**src/rtl/spi_target_pkg.sv**
```systemverilog
// Shared widths, synchroniser depth and FSM encoding for the spi_target block.
package spi_target_pkg;

  localparam int unsigned SpiByteW      = 8;
  localparam int unsigned SpiSyncStages = 2;
  localparam int unsigned SpiCntW       = $clog2(SpiByteW);

  typedef enum logic {
    IDLE = 1'b0,
    SEL  = 1'b1
  } spi_target_state_e;

endpackage

```
**src/rtl/spi_target_fifo.sv**
```systemverilog
// First-word fall-through RX FIFO for spi_target; Depth must be a power of 2 and at least 2.
module spi_target_fifo #(
  parameter int unsigned Width = 8,
  parameter int unsigned Depth = 4
) (
  input  logic             clk_i,
  input  logic             rst_ni,
  input  logic [Width-1:0] wdata_i,
  input  logic             wvalid_i,
  output logic             wready_o,
  output logic [Width-1:0] rdata_o,
  output logic             rvalid_o,
  input  logic             rready_i
);

  localparam int unsigned AddrW = $clog2(Depth);

  logic [Width-1:0] mem_q [Depth];
  logic [AddrW:0]   wptr_q, wptr_d;
  logic [AddrW:0]   rptr_q, rptr_d;
  logic             empty, full, push, pop;

  always_comb begin
    empty    = (wptr_q == rptr_q);
    full     = (wptr_q[AddrW] != rptr_q[AddrW]) &&
               (wptr_q[AddrW-1:0] == rptr_q[AddrW-1:0]);
    rvalid_o = !empty;
    // A pop in the same cycle frees the slot being written, so push and pop both succeed.
    wready_o = !full || rready_i;
    push     = wvalid_i && wready_o;
    pop      = rvalid_o && rready_i;
    wptr_d   = push ? wptr_q + (AddrW + 1)'(1) : wptr_q;
    rptr_d   = pop  ? rptr_q + (AddrW + 1)'(1) : rptr_q;
    rdata_o  = empty ? '0 : mem_q[rptr_q[AddrW-1:0]];
  end

  always_ff @(posedge clk_i or negedge rst_ni) begin
    if (!rst_ni) begin
      wptr_q <= '0;
      rptr_q <= '0;
    end else begin
      wptr_q <= wptr_d;
      rptr_q <= rptr_d;
    end
  end

  always_ff @(posedge clk_i) begin
    if (push) begin
      mem_q[wptr_q[AddrW-1:0]] <= wdata_i;
    end
  end

endmodule

```
**src/rtl/spi_target.sv**
```systemverilog
// Mode-0 MSB-first SPI target with oversampled pins and ready/valid byte streams.
// Define SPI_TARGET_RX_FIFO_EN to replace the single RX holding register with an RxFifoDepth-entry FIFO.
module spi_target
  import spi_target_pkg::*;
#(
  parameter logic [SpiByteW-1:0] TxFill      = 8'hFF,
  parameter int unsigned         RxFifoDepth = 4
) (
  input  logic                clk_i,
  input  logic                rst_ni,
  input  logic                spi_sck_i,
  input  logic                spi_cs_ni,
  input  logic                spi_copi_i,
  output logic                spi_cipo_o,
  output logic                spi_cipo_en_o,
  output logic [SpiByteW-1:0] rx_data_o,
  output logic                rx_valid_o,
  input  logic                rx_ready_i,
  output logic                rx_overrun_o,
  input  logic [SpiByteW-1:0] tx_data_i,
  input  logic                tx_valid_i,
  output logic                tx_ready_o,
  output logic                tx_underrun_o,
  output logic                abort_o,
  output logic                active_o
);

  logic [SpiSyncStages:0]   sck_sync_q, cs_sync_q;
  logic [SpiSyncStages-1:0] copi_sync_q;
  logic                     sck_rise, sck_fall, cs_rise, cs_fall, copi_s;

  spi_target_state_e state_q, state_d;
  logic              selected, frame_start, bit_rise, bit_fall, tx_load, abort;

  logic [SpiCntW-1:0]  bit_cnt_q, bit_cnt_d;
  logic [SpiByteW-1:0] rx_shift_q, rx_shift_d;
  logic                push_q, push_d;
  logic [SpiByteW-1:0] tx_shift_q, tx_shift_d;
  logic [SpiByteW-1:0] tx_hold_q, tx_hold_d;
  logic                tx_full_q, tx_full_d;
  logic                tx_underrun_q, tx_underrun_d;
  logic                abort_q;
  logic                rx_overrun_q, rx_overrun_d;

  always_ff @(posedge clk_i or negedge rst_ni) begin
    if (!rst_ni) begin
      sck_sync_q  <= '0;
      cs_sync_q   <= '1;
      copi_sync_q <= '0;
    end else begin
      sck_sync_q  <= {sck_sync_q[SpiSyncStages-1:0], spi_sck_i};
      cs_sync_q   <= {cs_sync_q[SpiSyncStages-1:0], spi_cs_ni};
      copi_sync_q <= {copi_sync_q[SpiSyncStages-2:0], spi_copi_i};
    end
  end

  always_comb begin
    sck_rise = sck_sync_q[SpiSyncStages-1] && !sck_sync_q[SpiSyncStages];
    sck_fall = !sck_sync_q[SpiSyncStages-1] && sck_sync_q[SpiSyncStages];
    cs_rise  = cs_sync_q[SpiSyncStages-1] && !cs_sync_q[SpiSyncStages];
    cs_fall  = !cs_sync_q[SpiSyncStages-1] && cs_sync_q[SpiSyncStages];
    copi_s   = copi_sync_q[SpiSyncStages-1];
  end

  always_ff @(posedge clk_i or negedge rst_ni) begin
    if (!rst_ni) begin
      state_q <= IDLE;
    end else begin
      state_q <= state_d;
    end
  end

  always_comb begin
    state_d = state_q;
    case (state_q)
      IDLE: if (cs_fall) state_d = SEL;
      SEL:  if (cs_rise) state_d = IDLE;
    endcase
  end

  // A CS_N rise masks any SCK edge detected in the same cycle.
  always_comb begin
    selected    = (state_q == SEL);
    frame_start = (state_q == IDLE) && cs_fall;
    bit_rise    = selected && sck_rise && !cs_rise;
    bit_fall    = selected && sck_fall && !cs_rise;
    tx_load     = frame_start || (bit_fall && (bit_cnt_q == '0));
    abort       = selected && cs_rise && (bit_cnt_q != '0);
  end

  always_comb begin
    bit_cnt_d     = bit_cnt_q;
    rx_shift_d    = rx_shift_q;
    push_d        = 1'b0;
    tx_shift_d    = tx_shift_q;
    tx_hold_d     = tx_hold_q;
    tx_full_d     = tx_full_q;
    tx_underrun_d = 1'b0;

    if (frame_start || cs_rise) begin
      bit_cnt_d = '0;
    end else if (bit_rise) begin
      bit_cnt_d  = bit_cnt_q + SpiCntW'(1);
      rx_shift_d = {rx_shift_q[SpiByteW-2:0], copi_s};
      push_d     = (bit_cnt_q == '1);
    end

    // Load sees the pre-capture holding register; a same-cycle capture refills it.
    if (tx_load) begin
      tx_shift_d    = tx_full_q ? tx_hold_q : TxFill;
      tx_underrun_d = !tx_full_q;
      tx_full_d     = 1'b0;
    end else if (bit_fall) begin
      tx_shift_d = {tx_shift_q[SpiByteW-2:0], 1'b0};
    end
    if (tx_valid_i && !tx_full_q) begin
      tx_hold_d = tx_data_i;
      tx_full_d = 1'b1;
    end
  end

  always_ff @(posedge clk_i or negedge rst_ni) begin
    if (!rst_ni) begin
      bit_cnt_q     <= '0;
      rx_shift_q    <= '0;
      push_q        <= 1'b0;
      tx_shift_q    <= TxFill;
      tx_hold_q     <= '0;
      tx_full_q     <= 1'b0;
      tx_underrun_q <= 1'b0;
      abort_q       <= 1'b0;
      rx_overrun_q  <= 1'b0;
    end else begin
      bit_cnt_q     <= bit_cnt_d;
      rx_shift_q    <= rx_shift_d;
      push_q        <= push_d;
      tx_shift_q    <= tx_shift_d;
      tx_hold_q     <= tx_hold_d;
      tx_full_q     <= tx_full_d;
      tx_underrun_q <= tx_underrun_d;
      abort_q       <= abort;
      rx_overrun_q  <= rx_overrun_d;
    end
  end

`ifdef SPI_TARGET_RX_FIFO_EN
  logic fifo_wready;

  spi_target_fifo #(
    .Width(SpiByteW),
    .Depth(RxFifoDepth)
  ) u_rx_fifo (
    .clk_i   (clk_i),
    .rst_ni  (rst_ni),
    .wdata_i (rx_shift_q),
    .wvalid_i(push_q),
    .wready_o(fifo_wready),
    .rdata_o (rx_data_o),
    .rvalid_o(rx_valid_o),
    .rready_i(rx_ready_i)
  );

  assign rx_overrun_d = push_q && !fifo_wready;
`else
  logic [SpiByteW-1:0] rx_data_q, rx_data_d;
  logic                rx_valid_q, rx_valid_d;

  always_comb begin
    rx_data_d    = rx_data_q;
    rx_valid_d   = rx_valid_q;
    rx_overrun_d = 1'b0;
    if (push_q) begin
      if (!rx_valid_q || rx_ready_i) begin
        rx_data_d  = rx_shift_q;
        rx_valid_d = 1'b1;
      end else begin
        rx_overrun_d = 1'b1;
      end
    end else if (rx_ready_i) begin
      rx_valid_d = 1'b0;
    end
  end

  always_ff @(posedge clk_i or negedge rst_ni) begin
    if (!rst_ni) begin
      rx_data_q  <= '0;
      rx_valid_q <= 1'b0;
    end else begin
      rx_data_q  <= rx_data_d;
      rx_valid_q <= rx_valid_d;
    end
  end

  assign rx_data_o  = rx_data_q;
  assign rx_valid_o = rx_valid_q;
`endif

  assign spi_cipo_o    = tx_shift_q[SpiByteW-1];
  assign spi_cipo_en_o = selected;
  assign active_o      = selected;
  assign tx_ready_o    = !tx_full_q;
  assign tx_underrun_o = tx_underrun_q;
  assign abort_o       = abort_q;
  assign rx_overrun_o  = rx_overrun_q;

endmodule

```
**config.mk**
```make
export PLATFORM = sky130hd
export DESIGN_NAME = spi_target
export DESIGN_NICKNAME = d
export VERILOG_FILES = /design/src/rtl/spi_target_pkg.sv /design/src/rtl/spi_target_fifo.sv /design/src/rtl/spi_target.sv
export SDC_FILE = /design/constraint.sdc
export NUM_CORES = 1
export LEC_CHECK = 0
export ABC_AREA = 1
export BUFFER_PORTS_ARGS = -buffer_cell sky130_fd_sc_hd__buf_2
export CORE_MARGIN = 2
export CORE_UTILIZATION = 39
export CTS_CLUSTER_SIZE = 30
export DETAILED_ROUTE_END_ITERATION = 6
export GPL_TIMING_DRIVEN = 0
export SYNTH_ARGS = -nofsm -noshare
export SYNTH_HDL_FRONTEND = slang
export SYNTH_SLANG_ARGS = --single-unit
```
**constraint.sdc**
```tcl
create_clock -name clk_i -period 1.7 [get_ports clk_i]
set_input_delay 0.085 -clock clk_i [delete_from_list [all_inputs] [get_ports clk_i]]
set_output_delay 0.085 -clock clk_i [all_outputs]
set_load 0.005 [all_outputs]
```
==> results of run 1 <==
==> layout by cell type, fill, tap and decap left out, types with 5 or more instances in the layout <==
| master | count |
|---|---|
| dfrtp_1 | 39 |
| nand3_1 | 29 |
| buf_2 | 31 |
| nor2_1 | 11 |
| dfstp_2 | 11 |
| mux2_2 | 8 |
| nand2_1 | 44 |
| o21ai_2 | 6 |
| inv_1 | 27 |
| o21ai_0 | 10 |
| clkbuf_8 | 5 |
==> through the flow <==
step / instance area [sq um] / util (%) / cells / hold WS [ns] / power (mW)
detailed placement: 2340 / 45.52 / 307 / 0.1943 / 2.505
global route: 2466 / 47.98 / 319 / 0.003780 / 3.391
CTS: 2456 / 47.78 / 318 / 0.001103 / 3.195
floorplan: 2102 / - / 207 / -0.2106 / 2.277
global placement: 2340 / 45.52 / 307 / 0.1936 / 2.477
finish: 2466 / 47.98 / 319 / -0.01224 / 3.152
==> flip-flops by register name (all words and copies together), names as in the netlist, 2 cells and up <==
name,cells
bit_cnt_q,3
copi_sync_q,2
cs_sync_q,3
rx_data_o,8
rx_shift_q,8
sck_sync_q,3
tx_hold_q,8
tx_shift_q,8
==> critical path, cell delays in order (launching register included) <==
cell	delay, ns
dfrtp_1	0.38
inv_1	0.07
ha_1	0.19
nand2_1	0.25
nand2_2	0.19
nand2_1	0.12
nand3_1	0.08
nand2_1	0.07
==> kinds of logic after synthesis <==
| group | count (synthesis) |
|---|---|
| DFF | 50 |
| muxes | 8 |
| and+or+nand+nor | 94 |
| AOI/OAI and AO/OA | 17 |
| adders and majority gates | 3 |
| buffers and inverters | 35 |
==> area by class of cell <==
cell class	instances	area share, %
well taps	70	3.551
inverters	30	4.617
flip-flops and latches	50	51.29
multi-input cells	122	27.60
repair buffers	34	7.712
plain buffers	5	1.725
clock buffers	6	2.943
clock inverters	2	0.5581
==> final timing paths <==
path / slack (ns) / to
max in group asynchronous: 1.04 / tx_hold_q[7]
min in group clk_i: 0.01 / tx_hold_q[3]
setup / recovery: 0.30 / tx_shift_q[6]
hold / removal: -0.01 / rx_valid_o
setup reg to reg: 0.30 / tx_shift_q[6]
hold reg to reg: 0.34 / sck_sync_q[1]
==> metal layers <==
layer  up-vias  routed length [um]  GRT usage [%]
li1        733                   -              -
met1       646                1903          19.36
met2        25                1519          18.96
met3         6                 133          2.558
met4         0                  76          5.893
met5         -                   0              0
==> synthesized netlist by cell type (all sizes together), types with 3 or more instances <==
cell type	instances
buf	5
nand2	49
mux2	8
nor2	11
ha	3
inv	29
o21ai	16
dfstp	11
nand3	31
dfrtp	39
==> where the power goes <==
part           switching [mW]  internal, mW  total (mW)
Combinational           0.425         0.347       0.773
Sequential              0.157          1.54        1.70
Clock                   0.387         0.291       0.678
Total                   0.969          2.18        3.15
==> results_dict.tcl, run 1 <==
set metrics [dict create \
    grt_pass1_vias 1371 \
    yosys.area_share.simple_pct 21.19 \
    wl_per_cell_um 11.39 \
    synth_seq_cells 50 \
    grt_max_degree 51 \
    h-tree-depth 2 \
    ios 31 \
    drive_gt1_share_pct 31.73 \
    placeableCoreArea_sq_mm 0.005140 \
    cp.required_ns 1.94 \
    hold_path.class "in -> async" \
    port_buffers 30 \
    die_x_um 77.42 \
    tightest_slew_ns 1.099 \
    post-route-period-util_pct 82.64 \
    synth_top_family_by_area "simple AND/OR/NAND/NOR gates" \
    r2r_start "bit_cnt_q[0]" \
    yosysSeqAreaShare_pct 60.18 \
    hold_slack_ns -0.01224 \
    via_per_inst 4.420 \
    numCtsBuffers 5 \
    ys_types 22 \
    synth_compound_area_share_pct 5.119 \
    ant_nets 0 \
    synthAdderAreaFrac_pct 1.786 \
    root_buffer "clkbuf_8" \
    dp_hpwl_mm 2.458 \
    drt-pass1-iter-count 4 \
    clock_path_buffers 2 \
    drv_slew 0 \
    numClockSinks 50 \
    start_kind "register" \
    synth-edff-count 0 \
    first_iter_violations 72 \
    crit_start "bit_cnt_q[0]" \
    clock-skew-final_ns 0.01114 \
    fillerInstances 503 \
    max_slew_margin_pct 26.72 \
    p_per_area_mw_per_mm2 1278 \
    final.setup.worst_slack_ns 0.2952 \
    gp_congestion 0.7870 \
    r2r_cells 7 \
    start_util_pct 40.90 \
    ir_drop_mv 0.5648 \
    syn-instance-count 207 \
    yosys_warnings 0 \
    cts_tree "done" \
    synth.top_cell.area_share_pct 46.43 \
    rows 26 \
    grt_util_all_layers_pct 13.19 \
    synth.area.top_cells "dfrtp_1, dfstp_2, nand2_1, nand3_1, inv_1" \
    die_y_um 77.42 \
    overflow 0 \
    regArea_sq_mm 0.001265 \
    clk_pin_slew_ns 0.10 \
    synthMuxAreaShare_pct 4.286 \
    postCtsSetupBuffers 0 \
    maxCapViolCount 0 \
    synth_top_area_cell "dfrtp_1" \
    synth_nets 225 \
    synth_area_sq_mm 0.002102 \
    diodes 0 \
    synth-main-ff-cell "dfrtp_1" \
    leakagePower_nw 1.254 \
    critPathArrivalTime_ns 1.65 \
    synthArstFlopShare_pct 100.0 \
    fin_tns_setup_ns 0 \
    fin_crit_ns 1.405 \
    grt_antenna_before_repair 0 \
    cp-end-kind "register" \
    ctsHoldBuffers 3 \
    fmax_ghz 0.7118 \
    rsz0062_at_grt "no" \
    fp.dieArea_sq_mm 0.005993 \
    fin_nets 266 \
    synth.avg_cell_area_sq_um 10.15 \
    vias 1410 \
    multi_input_area_sq_um 680.7 \
    finalHoldViolCount 20 \
    synth_xor_area_share_pct 0 \
    area_delta_synth_final_pct 17.32 \
    critPathKind "reg -> reg" \
    violations "hold timing" \
    outcome "finished with violations" \
    grt_first_pass_wirelength_mm 6.334 \
    post_cts_resized 0 \
    clock_latency_ns 0.30 \
    wl_mm 3.632 \
    place_ws_ns 0.2829 \
    finalSetupViolations 0 \
    path_max_fanout 9 \
    drc 0 \
]
Power figures use the tool's default switching activity.
==> inputs of run 2 (changes only) <==
Clock period 1.7 ns to 1.4 ns, I/O delays scaled along.
==> run 2 against run 1 <==
Net effect: the run still ends with hold timing left; clock skew decreased by 0.00074 ns; combinational power increased by 26%; final area increased by 4.1%; register-to-register slack got worse by 0.21 ns; critical path depth decreased by 2; first-iteration DRC count increased by 4.2%; routed wire length increased by 2.9%; critical path type unchanged; highest routed layer unchanged.
==> results_dict.tcl, run 2 (synthesized netlist as in run 1, its figures left out) <==
set metrics [dict create \
    outcome "finished with violations" \
    violations "hold timing" \
    start_kind "register" \
    p_per_area_mw_per_mm2 1507 \
    critPathArrivalTime_ns 1.53 \
    numCtsBuffers 5 \
    ir_drop_mv 0.7008 \
    die_y_um 77.42 \
    start_util_pct 40.90 \
    place_ws_ns -0.01710 \
    fin_nets 275 \
    fmax_ghz 0.7591 \
    h-tree-depth 2 \
    via_per_inst 4.479 \
    path_max_fanout 5 \
    vias 1469 \
    r2r_cells 5 \
    grt_util_all_layers_pct 13.47 \
    rows 26 \
    clock-skew-final_ns 0.01040 \
    drive_gt1_share_pct 31.78 \
    finalHoldViolCount 39 \
    fin_crit_ns 1.317 \
    clk_pin_slew_ns 0.09 \
    ant_nets 0 \
    drt-pass1-iter-count 4 \
    numClockSinks 50 \
    cp_slowest_cell "dfstp_2" \
    hold_path.class "in -> async" \
    clock_latency_ns 0.30 \
    diodes 0 \
    ios 31 \
    reg2reg_setup_slack_ns 0.08 \
    path_cells "inv_1 > nand2_4 > nand4_4 > buf_4 > o21ai_0" \
    maxCapViolCount 0 \
    hold_slack_ns -0.02741 \
    final.setup.worst_slack_ns 0.08267 \
    post-route-period-util_pct 94.10 \
    drv_slew 0 \
    max_slew_margin_pct 26.78 \
    leakagePower_nw 1.293 \
    port_buffers 30 \
    cp-end-kind "register" \
    fp.dieArea_sq_mm 0.005993 \
    rsz0062_at_grt "no" \
    final_cell_mix "nand2_1, dfrtp_1, buf_2, nand3_1, inv_1" \
    cp.required_ns 1.61 \
    post-route-util_pct 49.93 \
    area_delta_synth_final_pct 22.08 \
    first_iter_violations 75 \
    placeableCoreArea_sq_mm 0.005140 \
    grt_antenna_before_repair 0 \
    gp_congestion 0.7870 \
    dp_hpwl_mm 2.458 \
    root_buffer "clkbuf_8" \
    finalSetupViolations 0 \
    grt_pass1_vias 1406 \
    fillerInstances 489 \
    drc 0 \
    critPathKind "reg -> reg" \
    wl_per_cell_um 11.40 \
    clock_path_buffers 2 \
    grt_first_pass_wirelength_mm 6.472 \
    cts_tree "done" \
    tightest_slew_ns 1.098 \
    grt_max_degree 51 \
    overflow 0 \
    fin_tns_setup_ns 0 \
    final_common_cell "nand2_1" \
    wl_mm 3.739 \
    die_x_um 77.42 \
    max_stage_delay_ns 0.56 \
]
run 2: cell types whose count changed in the layout (fill, tap and decap cells not counted), sizes merged:
| cell | delta |
|---|---|
| buf | +2 |
| dlygate4sd3 | +7 |
run 2: critical path: cells and delay by family, from the launching register on:
family / cells / cell delay (ns)
buf+inv: 2 / 0.25
flops: 1 / 0.56
simple gates: 2 / 0.22
compound gates: 1 / 0.18
run 2: layout make-up:
type	count	area [sq um]	share of cell area, %
Buffer	5	42.54	1.658
Clock inverter	2	13.76	0.5363
Sequential cell	50	1265	49.29
Timing Repair Buffer	43	275.3	10.73
Clock buffer	6	72.57	2.828
Multi-Input combinational cell	122	695.7	27.11
Tap cell	70	87.58	3.413
Inverter	30	113.9	4.437
run 2: through the flow:
| stage | power, mW | cell area, sq um | cells |
|---|---|---|---|
| 2_1_floorplan | 2.765 | 2102 | 207 |
| 3_3_place_gp | 3.008 | 2340 | 307 |
| 3_5_place_dp | 3.041 | 2340 | 307 |
| 4_1_cts | 3.898 | 2529 | 325 |
| 5_1_grt | 4.153 | 2566 | 328 |
| 6_report | 3.868 | 2566 | 328 |
run 2: timing repair:
action | 4_1_cts | 5_1_grt
hold buffers | 10 | 1
endpoints found under the hold margin | 10 | 1
buffers inserted | 0 | 2
resized for setup | 1 | 2
endpoints found under the setup margin | 6 | 11
run 2: layer usage:
layer	up-vias	track usage, %	part of all wire, %
li1	751	-	-
met1	686	19.43	52
met2	26	19.83	42
met3	6	2.558	3.6
met4	0	5.893	2.0
met5	-	0	0
run 2: final timing paths:
check,start,to
min in group clk_i,rx_ready_i,rx_valid_o
worst min-delay path,rst_ni,rx_valid_o
worst max register to register,cs_sync_q[2],rx_shift_q[1]
worst max-delay path,cs_sync_q[2],rx_shift_q[1]
worst min register to register,sck_sync_q[0],sck_sync_q[1]
max in group asynchronous,rst_ni,tx_hold_q[7]
run 2: report_power, final:
group	internal [mW]	switching, mW
combinational	0.446	0.527
sequential	1.88	0.195
clock	0.353	0.471
==> inputs of run 3 (changes only) <==
Settings changed: ABC_AREA 1 to not set.
==> run 3 against run 2 <==
Net effect: the flow finishes with violations (setup timing); worst setup slack worse by 0.27 ns; register-to-register slack got worse by 0.27 ns; final area rose by 10%; routed wire length is 6.0% higher; largest cell class unchanged; largest power group unchanged.
==> results_dict.tcl, run 3 <==
set metrics [dict create \
    numCtsBuffers 5 \
    synthArstFlopShare_pct 100.0 \
    dp.cells 249 \
    cpLargestDelayFamily "flip-flops" \
    max_slew_margin_pct 56.36 \
    vias 1389 \
    synth.top_cell.area_share_pct 46.51 \
    synth_seq_cells 50 \
    drt-pass1-iter-count 4 \
    path_max_fanout 5 \
    drv_slew 0 \
    yosysSeqAreaShare_pct 60.29 \
    path_cells "buf_6 > nor2b_4 > nor4b_4 > buf_4 > mux2_4" \
    design_area_sq_mm 0.002824 \
    finalHoldViolCount 0 \
    cts_tree "done" \
    critPathArrivalTime_ns 1.78 \
    r2r_start "cs_sync_q[2]" \
    grt_util_all_layers_pct 14.36 \
    fp.dieArea_sq_mm 0.005983 \
    drive_gt1_share_pct 56.52 \
    wl_mm 3.963 \
    drc 0 \
    h-tree-depth 2 \
    synth_top_area_cell "dfrtp_1" \
    start_kind "register" \
    synth.area.top_cells "dfrtp_1, dfstp_2, mux2_2, o31ai_2, mux2_1" \
    hold_slack_ns 0.02182 \
    ant_nets 0 \
    synth_most_common_cell "dfrtp_1" \
    grt_pass1_vias 1410 \
    crit_start "cs_sync_q[2]" \
    post-route-period-util_pct 113.2 \
    synth-main-ff-cell "dfrtp_1" \
    grt_antenna_before_repair 0 \
    rsz0062_at_grt "yes" \
    numClockSinks 50 \
    placeableCoreArea_sq_mm 0.005140 \
    leakagePower_nw 1.306 \
    die_y_um 77.35 \
    regArea_sq_mm 0.001266 \
    finalSetupViolations 20 \
    cp.required_ns 1.59 \
    clk_pin_slew_ns 0.09 \
    max_stage_delay_ns 0.54 \
    overflow 0 \
    fmax_ghz 0.6308 \
    cp-end-kind "register" \
    die_x_um 77.35 \
    critPathBufInv 2 \
    cp_slowest_cell "dfstp_2" \
    rows 26 \
    diodes 0 \
    place_ws_ns -0.2392 \
    grt_first_pass_wirelength_mm 6.817 \
    start_util_pct 40.82 \
    p_per_area_mw_per_mm2 1509 \
    synth_common_cells "dfrtp_1, mux2_2, dfstp_2" \
    violations "setup timing" \
    final.setup.worst_slack_ns -0.1852 \
    multi_input_area_sq_um 912.1 \
    synth-edff-count 0 \
    gp_congestion 0.7466 \
    fin_crit_ns 1.585 \
    critPathKind "reg -> reg" \
    placed_area_sq_mm 0.002394 \
    hold_path.class "in -> reg" \
    grt_max_degree 51 \
    stdcell_count 277 \
    syn-instance-count 149 \
    clock_path_buffers 2 \
    dp_hpwl_mm 2.596 \
    ys_types 33 \
    clock-skew-final_ns 0.008746 \
    ir_drop_mv 1.015 \
    maxCapViolCount 0 \
    synth_area_sq_mm 0.002098 \
    hold_start "tx_data_i[7]" \
    final_cell_mix "dfrtp_1, buf_2, mux2_2, buf_4" \
    final_common_cell "dfrtp_1" \
    synth.avg_cell_area_sq_um 14.08 \
    fin_nets 224 \
    yosys_warnings 0 \
    reg2reg_setup_slack_ns -0.19 \
    first_iter_violations 72 \
    ios 31 \
    root_buffer "clkbuf_8" \
    tightest_slew_ns 0.6545 \
    wl_per_cell_um 14.31 \
    fillerInstances 456 \
    outcome "finished with violations" \
    port_buffers 30 \
    via_per_inst 5.014 \
    synth_nets 167 \
    clock_latency_ns 0.30 \
    area_delta_synth_final_pct 34.59 \
]
[run 3: cell types whose count changed in the layout (fill, tap and decap cells not counted), sizes merged, moves of 3 or more]
cell and delta:
nand2b +4, o31ai +7, buf +9, nand3 -31, clkbuf +5, o311ai +7
nor2b +3, mux2 +17, o21ai -15, nor2 -10, inv -22, nor3 +6
nand2 -47, a211oi +7
[run 3: final timing paths]
kind,end,cells after the start
min in group asynchronous,rx_data_o[7],2
hold / removal,tx_hold_q[7],2
max in group asynchronous,active_o,2
hold reg to reg,sck_sync_q[1],0
setup / recovery,rx_shift_q[5],5
setup reg to reg,rx_shift_q[5],5
[run 3: kinds of logic (layout without fill, tap and decap cells)]
logic type | after synthesis | count (layout) | synth area share [%]
DFF | 50 | 50 | 60.29
buffers and inverters | 18 | 76 | 4.055
muxes | 26 | 26 | 13.89
and+or+nand+nor | 23 | 23 | 6.917
adders and majority gates | 3 | 3 | 1.789
AOI/OAI and AO/OA | 29 | 29 | 13.06
[run 3: metrics by stage]
step | power [mW] | TNS [ns] | util (%)
4_1_cts | 4.188 | -2.932 | 51.90
5_1_grt | 4.514 | -3.857 | 54.94
2_1_floorplan | 2.818 | -1.544 | -
3_3_place_gp | 3.031 | -3.497 | 46.57
6_report | 4.260 | -2.550 | 54.94
3_5_place_dp | 3.109 | -4.385 | 46.57
[run 3: final cells by class]
| type | count | share of cell area (%) |
|---|---|---|
| clock buffer | 7 | 3.412 |
| tap | 70 | 3.101 |
| timing repair buffer | 52 | 12.36 |
| sequential | 50 | 44.84 |
| buffer | 9 | 2.747 |
| inverter | 7 | 0.9304 |
| clock inverter | 1 | 0.3101 |
| multi-input combinational | 81 | 32.30 |
[run 3: layer usage]
layer  vias to the layer above  GRT usage [%]  wire (um)
met5                         -              0          0
met4                         0          5.536         76
met3                         8          3.837        138
met2                        29          23.30       1964
met1                       696          18.40       1784
li1                        656              -          -
[run 3: timing repair]
| action | CTS | global route |
|---|---|---|
| pin swaps | 3 | 4 |
| hold buffers | 6 | 5 |
| setup endpoints to repair | 24 | 65 |
| hold endpoints to repair | 20 | 5 |
| buffers inserted | 5 | 5 |
| cloned | 0 | 1 |
| gates resized for setup | 18 | 21 |
[run 3: power by group]
part	switching [mW]	internal [mW]	leakage (nW)	total, mW
Sequential	0.266	1.89	0.613	2.15
Combinational	0.533	0.660	0.639	1.19
Clock	0.461	0.453	0.0544	0.914
